`src/rtl/load_store_unit.sv`:
```
// Load/store unit: accepts one CPU load/store at a time, checks alignment and
// data-segment bounds, performs sub-word stores as read-modify-write, and
// returns a single-cycle response with sign/zero-extended load data.
module load_store_unit #(
   parameter logic [31:0] DATA_START = 32'h10000000,
   parameter int unsigned DATA_WORDS = 'h40000
) (
   input  logic        clk,
   input  logic        reset,
   input  logic        req_valid,
   output logic        req_ready,
   input  logic        req_write,
   input  logic [1:0]  req_size,
   input  logic        req_signed,
   input  logic [31:0] req_addr,
   input  logic [31:0] req_wdata,
   output logic        resp_valid,
   output logic [31:0] resp_rdata,
   output logic        resp_error,
   output logic [7:0]  err_count,
   output logic [31:0] mem_addr,
   output logic        mem_read,
   output logic        mem_write,
   output logic [31:0] mem_data_in,
   input  logic [31:0] mem_data_out
);

   // One past the last byte of the data segment, kept 33 bits wide so a
   // segment ending at the top of the address space does not wrap.
   localparam logic [32:0] DATA_END = {1'b0, DATA_START} + {DATA_WORDS[30:0], 2'b00};

   localparam logic [1:0] SZ_BYTE = 2'b00;
   localparam logic [1:0] SZ_HALF = 2'b01;
   localparam logic [1:0] SZ_WORD = 2'b10;

   typedef enum logic [1:0] {IDLE, RD, WR, RESP} state_t;

   state_t      state;
   state_t      state_next;
   logic        accept;
   logic        req_bad;
   logic [7:0]  err_cnt;

   // Request fields captured at accept, and the memory word captured in RD.
   logic        write_p0;
   logic [1:0]  size_p0;
   logic        signed_p0;
   logic [31:0] addr_p0;
   logic [31:0] wdata_p0;
   logic        error_p0;
   logic [31:0] old_word_p1;

   // Misaligned, reserved-size, or outside the data segment.
   function automatic logic is_bad(input logic [1:0] size, input logic [31:0] addr);
      logic bad;
      bad = 1'b0;
      case (size)
         SZ_BYTE: bad = 1'b0;
         SZ_HALF: bad = addr[0];
         SZ_WORD: bad = (addr[1:0] != 2'b00);
         default: bad = 1'b1;
      endcase
      if (addr < DATA_START || {1'b0, addr} >= DATA_END)
         bad = 1'b1;
      return bad;
   endfunction

   // Pick the addressed lane(s) of a little-endian word and extend to 32 bits.
   function automatic logic [31:0] load_extract(input logic [31:0] word, input logic [1:0] offs,
                                                input logic [1:0] size, input logic sgn);
      logic signed [7:0]  b;
      logic signed [15:0] h;
      logic [31:0]        r;
      case (offs)
         2'd0:    b = word[7:0];
         2'd1:    b = word[15:8];
         2'd2:    b = word[23:16];
         default: b = word[31:24];
      endcase
      h = offs[1] ? word[31:16] : word[15:0];
      case (size)
         SZ_BYTE: r = sgn ? 32'(b) : {24'd0, b};
         SZ_HALF: r = sgn ? 32'(h) : {16'd0, h};
         default: r = word;
      endcase
      return r;
   endfunction

   // Replace the addressed lane(s) of the old word with the store data.
   function automatic logic [31:0] store_merge(input logic [31:0] word, input logic [31:0] wdata,
                                               input logic [1:0] offs, input logic [1:0] size);
      logic [31:0] r;
      r = word;
      case (size)
         SZ_BYTE: begin
            case (offs)
               2'd0:    r[7:0]   = wdata[7:0];
               2'd1:    r[15:8]  = wdata[7:0];
               2'd2:    r[23:16] = wdata[7:0];
               default: r[31:24] = wdata[7:0];
            endcase
         end
         SZ_HALF: begin
            if (offs[1]) r[31:16] = wdata[15:0];
            else         r[15:0]  = wdata[15:0];
         end
         default: r = wdata;
      endcase
      return r;
   endfunction

   assign req_ready = (state == IDLE) && reset;
   assign accept    = req_valid && req_ready;
   assign req_bad   = is_bad(req_size, req_addr);

   // Next-state selection for the request sequencer.
   always_comb begin
      state_next = state;
      case (state)
         IDLE: begin
            if (accept) begin
               if (req_bad)
                  state_next = RESP;
               else if (req_write && req_size == SZ_WORD)
                  state_next = WR;
               else
                  state_next = RD;
            end
         end
         RD:      state_next = write_p0 ? WR : RESP;
         WR:      state_next = RESP;
         default: state_next = IDLE;
      endcase
   end

   // State register and saturating rejected-request counter.
   always_ff @(posedge clk or negedge reset) begin
      if (!reset) begin
         state   <= IDLE;
         err_cnt <= 8'd0;
      end else begin
         state <= state_next;
         if (accept && req_bad && err_cnt != 8'hFF)
            err_cnt <= err_cnt + 8'd1;
      end
   end

   // Stage p0: capture the request fields at accept.
   always_ff @(posedge clk) begin
      if (accept) begin
         write_p0  <= req_write;
         size_p0   <= req_size;
         signed_p0 <= req_signed;
         addr_p0   <= req_addr;
         wdata_p0  <= req_wdata;
         error_p0  <= req_bad;
      end
   end

   // Stage p1: capture the memory word read during RD.
   always_ff @(posedge clk) begin
      if (state == RD)
         old_word_p1 <= mem_data_out;
   end

   assign err_count   = err_cnt;
   assign mem_read    = (state == RD);
   assign mem_write   = (state == WR);
   assign mem_addr    = (state == RD || state == WR) ? {addr_p0[31:2], 2'b00} : 32'd0;
   assign mem_data_in = (state == WR) ? store_merge(old_word_p1, wdata_p0, addr_p0[1:0], size_p0)
                                      : 32'd0;
   assign resp_valid  = (state == RESP);
   assign resp_error  = (state == RESP) && error_p0;
   assign resp_rdata  = (state == RESP && !error_p0 && !write_p0)
                        ? load_extract(old_word_p1, addr_p0[1:0], size_p0, signed_p0) : 32'd0;

endmodule

```
`config.mk`:
```
export PLATFORM = sky130hd
export DESIGN_NAME = load_store_unit
export DESIGN_NICKNAME = d
export VERILOG_FILES = /design/src/rtl/load_store_unit.sv
export SDC_FILE = /design/constraint.sdc
export NUM_CORES = 1
export LEC_CHECK = 0
export ABC_AREA = 1
export BUFFER_PORTS_ARGS = -buffer_cell sky130_fd_sc_hd__buf_2
export CORE_AREA = 2 2 126 128
export DETAILED_ROUTE_END_ITERATION = 8
export DIE_AREA = 0 0 128 130
export PLACE_DENSITY = 0.68
export SETUP_SLACK_MARGIN = 0.02
export SLEW_MARGIN = 20
export SYNTH_ARGS = -nofsm -noshare
export SYNTH_HDL_FRONTEND = slang
export SYNTH_SLANG_ARGS = --single-unit
export TNS_END_PERCENT = 50
```
`constraint.sdc`:
```
create_clock -name clk -period 4.6 [get_ports clk]
set_input_delay 0.23 -clock clk [delete_from_list [all_inputs] [get_ports clk]]
set_output_delay 0.23 -clock clk [all_outputs]
set_load 0.01 [all_outputs]
```
* Word level (Yosys, flattened, before mapping) *
Cells that the tools add are included.

operators by class
  add/sub/neg operators = 1
  $lt $le $gt $ge = 2
  equality and inequality tests = 10
  muxes and demuxes = 22
  reductions and logical operators = 18

operators with widths
  kind                                                                  number
  two-way mux 32 bit                                                    5
  case mux 32 bit (2 select lines)                                      2
  two-way mux 16 bit                                                    3
  greater-or-equal comparator 32 x 29 -> 1 bit (second input constant)  1
  < comparator 32 x 29 -> 1 bit (second input constant)                 1
  two-way mux 8 bit                                                     4
  case mux 8 bit (3 select lines)                                       1
  adder 8 x 1 -> 8 bit (second input constant)                          1
  equality test 2 x 1 -> 1 bit (second input constant)                  4
  equality test 2 bit (second input constant)                           4
  logical AND 1 bit                                                     8
  zero test 2 bit                                                       4
  inequality test 8 bit (second input constant)                         1
  two-way mux 2 bit                                                     3
  case mux 2 bit (3 select lines)                                       1
  case mux 1 bit (3 select lines)                                       1
  OR reduction 3 bit                                                    1
  zero test 1 bit                                                       2
  logical OR 1 bit                                                      2
  two-way mux 1 bit                                                     2
  inequality test 2 bit (second input constant)                         1
  nonzero test 2 bit                                                    1

storage, ports and cells
  register bits = 111
  output and inout port bits = 109

* Longest topological paths before layout *
Gate-level depths: netlist (run 1).

  depth after elaboration = 6
  mapped depth = 11
  mapped depth without buffers = 9

* Least setup slack after synthesis (run 1) *
OpenSTA, ideal clock, no wires.

  path kind = register to register
  from = register state[0]
  to = register err_cnt[5] (netlist: err_count[5])
  setup time = 0.127 ns
  data arrival time = 4.458 ns
  data required time = 4.473 ns
  path slack = 0.015 ns
  cell stages (with the launch flop) = 10
  period minus slack after synthesis = 4.585 ns
  cell sequence = dfrtp_1 > inv_1 > ha_1 > nand2_1 > nor2_1 > o21a_1 > nand2_1 > buf_2 > nand2_1 > o21ai_0

between the ends
  longest elaborated chain between the ends = 5

ends and longest elaborated chain
  what                             line  source
  start, declared                  38    state_t state;
  start signal, assigned           142   state <= state_next;
  zero test 2 bit                  112   assign req_ready = (state == IDLE) && reset;
  logical AND 1 bit                112
  logical AND 1 bit                113   assign accept = req_valid && req_ready;
  net accept                       40    logic accept;
  logical AND 1 bit (2 in series)  143   if (accept && req_bad && err_cnt != 8'hFF)
  end signal, assigned             144   err_cnt <= err_cnt + 8'd1;
  end, declared                    42    logic [7:0] err_cnt;

The timed path passes the listed nets, and every way through them passes these cells.
A chain may end at the register's enable or synchronous reset.

* Worst setup path after layout (run 1) *
  from = register size_p0[1]
  to = output port resp_rdata[16]

between the ends
  longest elaborated chain between the ends = 3

ends and longest elaborated chain
  what                                                             line  source
  start, declared                                                  46    logic [1:0] size_p0;
  start signal, assigned                                           152   size_p0 <= req_size;
  equality test 2 x 1 -> 1 bit or zero test 2 bit (tied branches)  81    case (size)
  case mux 32 bit (2 select lines) *                               81
  two-way mux 32 bit *                                             175   ? load_extract(old_word_p1, addr_p0[1:0], size_p0, signed_p0) : 32'd0;
  end, declared                                                    18    output logic [31:0] resp_rdata,

Mark *: on every way between the ends. The rest lies on a longest branch, timed or not.

==> flow_summary.ini, run 1 <==
[run_status]
result_of_the_run = complete, no violations

[critical_path]
critPathLaunchType = flip-flop
max_stage_delay_ns = 0.80
crit_path_top_delay_cell = sky130_fd_sc_hd__edfxtp_1
critical_path_required_ns = 4.37
worstSetupEndpointType = output port
worstPathArrival_ns = 3.19
most_used_cell_along_the_critical_path = sky130_fd_sc_hd__nand3_4
setup.reg_to_reg.worst_slack_ns = 2.40
crit_path_cell_trace = nor2_2 -> inv_2 -> a21oi_4 -> nand3_4 -> nand2_2 -> nand3_4 -> nor2_1 -> buf_2
timing_worst_setup_path_type = flip-flop to output port
timing.critical_path.fanout_max = 31

[drt]
routed_wl_um = 16900
routed_via_density = 5.04
drt_iter0_drc = 405
detail-route-antenna-nets = 0
dr.pass1.iters = 5
routed_wire_length_per_instance_um = 16.1
post-route-drc-count = 0
vias = 5272

[sta]
final.setup.tns_ns = 0
hold_viol_final = 0
post-route-min-period_ns = 3.42
finClkSkew_ns = 0.00704
worstMarginPinSlew_ns = 1.03
setup_viol = 0
timing.final.crit_share_pct = 74.4
worst_slew_margin_rel_pct = 31.4
final.hold.worst_slack_ns = 0.0406
rsz_0062_raised_after_global_routing = no
f_max_mhz = 292
slew_viol_final = 0

[global_route]
gr-total-overflow = 0
grt_start_max_net_pins = 71
grt_util_all_layers_pct = 20.3
antenna_found_initial = 2
grt_first_pass_wirelength_um = 25800
grt_pass1_vias = 4986

[synthesis]
netlist_instances = 651
cell_with_the_most_instances_after_synthesis = sky130_fd_sc_hd__nand2_1
synth_top_family_by_area = simple AND/OR/NAND/NOR gates
yosys_most_used_dff = sky130_fd_sc_hd__edfxtp_1
synth-edff-count = 101
yosysUniqueCellTypes = 40
synth-warning-count = 0
syn_avg_cell_area_um2 = 9.01
muxShareOfSynthArea_pct = 0
ys_seq_elements = 111
synth_area_leaders = sky130_fd_sc_hd__edfxtp_1 (52%), sky130_fd_sc_hd__nand2_1 (9.8%), sky130_fd_sc_hd__inv_1 (6.4%)
yosys.area_share.simple_pct = 18.8
post_synthesis_adder_cell_area_fraction_pct = 1.07
synth_xor_xnor_area_share_pct = 0.896
synth_compound_area_share_pct = 13.5
synth_seq_area_share_pct = 55.9
synth.top_cell.area_share_pct = 51.7
synthArstFlopShare_pct = 9.01
synthesis.area_mm2 = 0.00587
synth_top_area_cell = sky130_fd_sc_hd__edfxtp_1
synth_commonest_cells = sky130_fd_sc_hd__nand2_1 (153), sky130_fd_sc_hd__edfxtp_1 (101), sky130_fd_sc_hd__inv_1 (100)

[clock_network]
cts.htree.levels = 3
cts-buffers-inserted = 9
worstSkewPairLatency_ns = 0.36
clock_sinks = 111
largest_buffer_count_on_any_clock_path = 2
ctsRootBufferMaster = sky130_fd_sc_hd__clkbuf_16
tritoncts = yes
cts.reportedPaths.clkPinSlew_ns = 0.08

[power_and_ir_drop]
max-vdd-ir-drop_mv = 0.319
power_density_mw_per_mm2 = 484
power.leakage_nw = 3.64

[final_layout]
num-nets-final = 956
drive_gt1_share_pct = 30.2
syn2layout_area_growth_pct = 25.1

[die]
number_of_placement_rows = 46
die_height_um = 130
die_x_um = 128
num_io_pins = 212
die_area_mm2 = 0.0166
initial_core_util_pct = 38.0
core_mm2 = 0.0154

[flow_run]
number_of_max_cap_violations = 0

[placed_design]
placement.io_buffers = 209
place_hpwl_um = 12600
gp_congestion = 0.923

[worst_hold_path]
worst_hold_path_type = primary input to flip-flop
[placed cells by master, fill, tap and decap left out, drive strengths merged]
cell and instances:
nand3b 1, ha 5, nor3 2, diode 2
buf 214, dlygate4sd3 1, dfrtp 10, nor2 68
o2111ai 6, o21a 1, o211ai 7, o22ai 6
a211oi 10, clkinv 2, clkinvlp 1, edfxtp 101
o221ai 2, nand3 22, a21oi 35, a22oi 1
nand2 156, conb 2, nand4 5, clkbuf 9
o21ai 60, or2 1, xor2 2, inv 110
a31oi 9, xnor2 4
[worst max-delay path: cells and delay by family, from the launching register on]
| family | cells | cell delay [ns] |
|---|---|---|
| compound gates | 1 | 0.25 |
| buf+inv | 2 | 0.52 |
| simple gates | 5 | 1.26 |
| flops | 1 | 0.80 |
[routing by layer]
layer	track usage, %	wire (µm)	part of all wire, %	vias up
met4	7.76	556	3.3	0
met5	0	0	0	-
met1	24.3	6770	40	2404
li1	-	-	-	2550
met2	33.8	7870	47	282
met3	7.42	1690	10	36
[sequential cells by signal, summed over array words and instances, names as in the netlist]
signal       flops
addr_p0         32
err_count        8
error_p0         1
old_word_p1     32
signed_p0        1
size_p0          2
state            2
wdata_p0        32
write_p0         1
[stage by stage]
step | std cells | power [mW] | setup WS, ns | utilization [%] | instance area, µm²
after floorplan | 652 | 2.27 | 1.20 | - | 5870
after global placement | 1028 | 2.81 | 1.74 | 45.6 | 7040
after detailed placement | 1028 | 2.82 | 1.61 | 45.6 | 7040
after CTS | 1045 | 3.59 | 1.21 | 47.6 | 7330
after global routing | 1045 | 3.80 | 0.993 | 47.6 | 7330
final | 1047 | 3.55 | 1.18 | 47.6 | 7340
[what timing repair did]
item,4_1_cts,5_1_grt
hold buffers,1,0
setup buffers,0,0
gates resized for setup,0,0
hold endpoints to repair,10,0
[cells by family (layout without fill, tap and decap cells)]
family / count (synthesis) / in the layout
buffers and inverters: 136 / 337
AO/OA/AOI/OAI: 137 / 137
flip-flops: 111 / 111
AND/OR/NAND/NOR: 255 / 255
other: 1 / 4
adder cells (fa/ha/maj): 5 / 5
XOR/XNOR: 6 / 6
[final timing paths]
check / from / end / cells after the start
worst min register to register: err_count[1] / err_count[1] / 2
worst max-delay path: size_p0[1] / resp_rdata[16] / 8
max in group asynchronous: reset / err_count[6] / 2
min in group asynchronous: reset / err_count[0] / 2
worst max register to register: state[0] / state[1] / 9
worst min-delay path: req_addr[17] / addr_p0[17] / 1
[cell type report]
type | instances | area, µm²
Clock buffer | 9 | 225
Sequential cell | 111 | 3280
Inverter | 106 | 400
Clock inverter | 7 | 63.8
Tap cell | 192 | 240
Fill cell | 1536 | 8090
Multi-Input combinational cell | 405 | 2030
Timing Repair Buffer | 215 | 1090
Antenna cell | 2 | 5.00
[power by group]
part | switching [mW] | internal (mW)
clock network | 0.383 | 0.381
registers | 0.138 | 1.31
logic | 0.879 | 0.460
(Power assumes the default switching activity.)
==> run 2: changes to the inputs <==
clock period = 2.97 ns   (was 4.6 ns; I/O delays follow)
==> run 2 against run 1 <==
Critical path type unchanged. Combinational power is 66% higher. Routed wire length is 9.6% higher. Sequential share of layout area is 5.6 points lower. Clock power is 71% higher. Global-route usage is 2.0 points higher. Non-clock buffer count is 101 higher.
==> flow_summary.ini, run 2 (synthesized netlist as in run 1, its figures left out) <==
[placed_design]
place_hpwl_um = 12800
placement.io_buffers = 209
placement.cell_area_mm2 = 0.00707
gp_congestion = 0.903

[worst_hold_path]
worst_hold_path_type = primary input to flip-flop

[sta]
slew_viol_final = 0
worstMarginPinSlew_ns = 0.922
finClkSkew_ns = 0.00687
timing.final.crit_share_pct = 90.9
worst_slew_margin_rel_pct = 38.5
setup_viol = 0
f_max_mhz = 370
rsz_0062_raised_after_global_routing = no
post-route-min-period_ns = 2.70
final.hold.worst_slack_ns = 0.0210
hold_viol_final = 0
final.setup.tns_ns = 0

[clock_network]
cts.htree.levels = 3
cts_setup_buffers = 0
clock_sinks = 111
cts.reportedPaths.clkPinSlew_ns = 0.07
cts-buffers-inserted = 9
ctsRootBufferMaster = sky130_fd_sc_hd__clkbuf_16
largest_buffer_count_on_any_clock_path = 2
tritoncts = yes
worstSkewPairLatency_ns = 0.36

[drt]
dr.pass1.iters = 4
post-route-drc-count = 0
detail-route-antenna-nets = 0
drt_iter0_drc = 488
routed_wire_length_per_instance_um = 16.1
vias = 5586
routed_wl_um = 18500
routed_via_density = 4.87

[final_layout]
drive_gt1_share_pct = 27.3
antenna_cells = 0
fill_cells = 1413
multi_input_comb_area_mm2 = 0.00203
final_common_cell = sky130_fd_sc_hd__buf_2
reg_top3 = addr_p0: 32 flops, old_word_p1: 32 flops, wdata_p0: 32 flops
final_util_pct = 54.3
final-seq-area_mm2 = 0.00328
syn2layout_area_growth_pct = 42.9
post-route-cell-area_mm2 = 0.00838
num-nets-final = 1057
layout_common_cells = sky130_fd_sc_hd__buf_2 (209), sky130_fd_sc_hd__nand2_1 (153), sky130_fd_sc_hd__edfxtp_1 (101)

[global_route]
grt_util_all_layers_pct = 22.3
grtUsageMet1_pct = 27.9
antenna_found_initial = 0
grt_first_pass_wirelength_um = 28500
grt_start_max_net_pins = 71
globalRouteMet3Util_pct = 5.66
met2_usage_pct = 37.4
grt-busiest-layer = met2
grt_pass1_vias = 5533
gr-total-overflow = 0

[power_and_ir_drop]
power_density_mw_per_mm2 = 691
power.leakage_nw = 4.08
max-vdd-ir-drop_mv = 0.441

[die]
die_height_um = 130
number_of_placement_rows = 46
initial_core_util_pct = 38.0
die_area_mm2 = 0.0166
core_mm2 = 0.0154
num_io_pins = 212
die_x_um = 128

[critical_path]
worstPathArrival_ns = 2.55
critPathLaunchType = flip-flop
worstSetupEndpointType = output port
critical_path_required_ns = 2.82
timing_worst_setup_path_type = flip-flop to output port
timing.critical_path.fanout_max = 31

[run_status]
result_of_the_run = complete, no violations

[flow_run]
number_of_max_cap_violations = 0
run 2: cell types whose count changed in the layout (fill, tap and decap cells not counted), moves of 2 or more:
cell	previous run	this run
sky130_fd_sc_hd__buf_4	5	7
sky130_fd_sc_hd__dlygate4sd3_1	1	99
sky130_fd_sc_hd__bufinv_16	0	2
sky130_fd_sc_hd__inv_6	1	3
sky130_fd_sc_hd__diode_2	2	0
sky130_fd_sc_hd__inv_8	3	0
run 2: final timing paths:
check	startpoint	to	slack (ns)	cells past startpoint
worst min register to register	err_count[7]	err_count[7]	0.55	2
worst max register to register	state[1]	err_count[2]	1.09	8
min in group asynchronous	reset	err_count[4]	0.19	2
worst max-delay path	size_p0[1]	resp_rdata[19]	0.27	8
worst min-delay path	req_size[0]	size_p0[0]	0.02	1
max in group asynchronous	reset	state[0]	2.58	2
run 2: stage by stage:
stage	instances	power (mW)	worst slack, ns
after floorplan	652	3.51	0.351
after global placement	1031	4.37	0.756
after detailed placement	1031	4.39	0.660
after CTS	1146	5.82	0.264
after global routing	1146	6.18	0.0439
final	1146	5.79	0.270
run 2: routing by layer:
metal / part of all wire [%] / wire [µm]
met1: 41 / 7670
met2: 48 / 8790
met3: 8.2 / 1510
met4: 2.8 / 526
met5: 0 / 0
run 2: timing repair:
item                                    in CTS  in global routing
gates resized for setup                      0                  1
endpoints found under the setup margin       0                  1
hold endpoints to repair                   108                  0
hold buffers                                99                  0
run 2: critical path: stages, from the launching register on:
cell and delay, ns:
sky130_fd_sc_hd__edfxtp_1 0.62, sky130_fd_sc_hd__nor2_2 0.21, sky130_fd_sc_hd__inv_2 0.25, sky130_fd_sc_hd__a21oi_4 0.25
sky130_fd_sc_hd__nand3_4 0.16, sky130_fd_sc_hd__nand2_2 0.12, sky130_fd_sc_hd__nand3_4 0.24, sky130_fd_sc_hd__nor2_1 0.18
sky130_fd_sc_hd__buf_2 0.15
run 2: power breakdown:
group          switching, mW  internal (mW)  total, mW  leakage [nW]
combinational           1.42          0.807       2.23          2.86
sequential             0.214           2.03       2.25          1.06
clock                  0.573          0.742       1.31         0.154
total                   2.21           3.58       5.79          4.08
run 2: cell type report:
type / instances / share of cell area [%]
clock inverter: 7 / 1.12
sequential: 111 / 39.2
inverter: 106 / 4.81
clock buffer: 9 / 2.69
tap: 192 / 2.87
multi-input combinational: 405 / 24.2
timing repair buffer: 316 / 25.2
==> run 3: changes to the inputs <==
MAX_ROUTING_LAYER = met4   (was default)
==> run 3 against run 2 <==
Clock power fell by 3%. Critical path depth rose by 2. Worst setup slack improved by 0.028 ns. Largest power group unchanged.
==> flow_summary.ini, run 3 (synthesized netlist as in run 1, its figures left out) <==
[sta]
postLayoutSetupSlackWorst_ns = 0.298
setup_viol = 0
worst_slew_margin_rel_pct = 38.0
finClkSkew_ns = 0.00627
worstMarginPinSlew_ns = 0.930
slew_viol_final = 0
final.setup.tns_ns = 0
f_max_mhz = 374
post-route-min-period_ns = 2.67
final.hold.worst_slack_ns = 0.170
rsz_0062_raised_after_global_routing = no
timing.final.crit_share_pct = 90.0
hold_viol_final = 0

[drt]
routed_wire_length_per_instance_um = 16.3
routed_via_density = 4.91
vias = 5643
routed_wl_um = 18800
detail-route-antenna-nets = 0
drt_iter0_drc = 416
dr.pass1.iters = 4
post-route-drc-count = 0

[final_layout]
reg_top3 = addr_p0: 32 flops, old_word_p1: 32 flops, wdata_p0: 32 flops
syn2layout_area_growth_pct = 43.1
final_util_pct = 54.4
layout_common_cells = sky130_fd_sc_hd__buf_2 (209), sky130_fd_sc_hd__nand2_1 (153), sky130_fd_sc_hd__edfxtp_1 (101), sky130_fd_sc_hd__dlygate4sd3_1 (101), sky130_fd_sc_hd__inv_1 (100)
finish.cell_count_without_fillers = 1149
num-nets-final = 1060
drive_gt1_share_pct = 27.3
post-route-cell-area_mm2 = 0.00840
fill_cells = 1461
final_common_cell = sky130_fd_sc_hd__buf_2
antenna_cells = 0

[placed_design]
preCtsSetupSlack_ns = 0.738
placement.io_buffers = 209
gp_congestion = 0.934
inst_count_dp = 1032
place_hpwl_um = 13000
placement.cell_area_mm2 = 0.00708

[clock_network]
tritoncts = yes
post_cts_resize_count = 0
ctsRootBufferMaster = sky130_fd_sc_hd__clkbuf_16
clock_sinks = 111
cts_setup_buffers = 0
worstSkewPairLatency_ns = 0.36
cts.htree.levels = 3
cts-hold-fix-buffers = 101
cts.reportedPaths.clkPinSlew_ns = 0.08
cts-buffers-inserted = 9
largest_buffer_count_on_any_clock_path = 2

[worst_hold_path]
worst_hold_path_type = primary input to asynchronous set/reset pin

[global_route]
grt_start_max_net_pins = 71
antenna_found_initial = 0
gr-total-overflow = 0
grt_pass1_vias = 5499
grt_first_pass_wirelength_um = 29200
grt_util_all_layers_pct = 23.7

[critical_path]
timing_worst_setup_path_type = flip-flop to output port
critical_path_required_ns = 2.82
crit_path_top_delay_cell = sky130_fd_sc_hd__edfxtp_1
crit_path_cell_trace = inv_4 -> nand2_1 -> inv_2 -> nand2_1 -> o21ai_0 -> a21oi_1 -> o21ai_1 -> nand2_1 -> inv_1 -> buf_2
most_used_cell_along_the_critical_path = sky130_fd_sc_hd__nand2_1
critPathLaunchType = flip-flop
worst-path-buf-inv = 4
worstPathArrival_ns = 2.52
cp_top_family = buffers and inverters
max_stage_delay_ns = 0.61
worstSetupEndpointType = output port
timing.critical_path.fanout_max = 37

[power_and_ir_drop]
power.leakage_nw = 4.08
totalPowerFinal_mw = 5.76
max-vdd-ir-drop_mv = 0.693
power_density_mw_per_mm2 = 686

[die]
initial_core_util_pct = 38.0
core_mm2 = 0.0154
die_x_um = 128
die_area_mm2 = 0.0166
die_height_um = 130
number_of_placement_rows = 46
num_io_pins = 212

[flow_run]
number_of_max_cap_violations = 0

[run_status]
result_of_the_run = complete, no violations
[run 3: power by group]
group / internal, mW / leakage [nW] / total [mW] / switching (mW)
Sequential: 2.03 / 1.06 / 2.25 / 0.216
Combinational: 0.810 / 2.88 / 2.24 / 1.43
Clock: 0.670 / 0.146 / 1.27 / 0.598
Total: 3.51 / 4.08 / 5.76 / 2.25
[run 3: cell type report]
| type | instances | area [µm²] | share of cell area, % |
|---|---|---|---|
| Tap cell | 192 | 240 | 2.86 |
| Timing Repair Buffer | 319 | 2140 | 25.4 |
| Sequential cell | 111 | 3280 | 39.1 |
| Clock buffer | 10 | 229 | 2.73 |
| Multi-Input combinational cell | 405 | 2030 | 24.2 |
| Inverter | 106 | 400 | 4.77 |
| Clock inverter | 6 | 80.1 | 0.954 |
[run 3: path summary, 6_finish.rpt]
path	slack, ns	cells past startpoint	start	to
setup / recovery	0.30	10	size_p0[1]	mem_data_in[20]
hold / removal	0.17	2	reset	err_count[4]
setup reg to reg	1.13	8	state[0]	err_count[6]
hold reg to reg	0.56	2	state[1]	state[1]
max in group asynchronous	2.60	2	reset	err_count[6]
min in group clk	0.38	6	req_valid	err_count[3]
[run 3: per-layer routing]
layer  vias up  track usage [%]  wire (µm)
li1       2757                -          -
met1      2596             27.9       7710
met2       254             39.4       9100
met3        36             6.23       1450
met4         0             8.60        524
met5         -                -          0
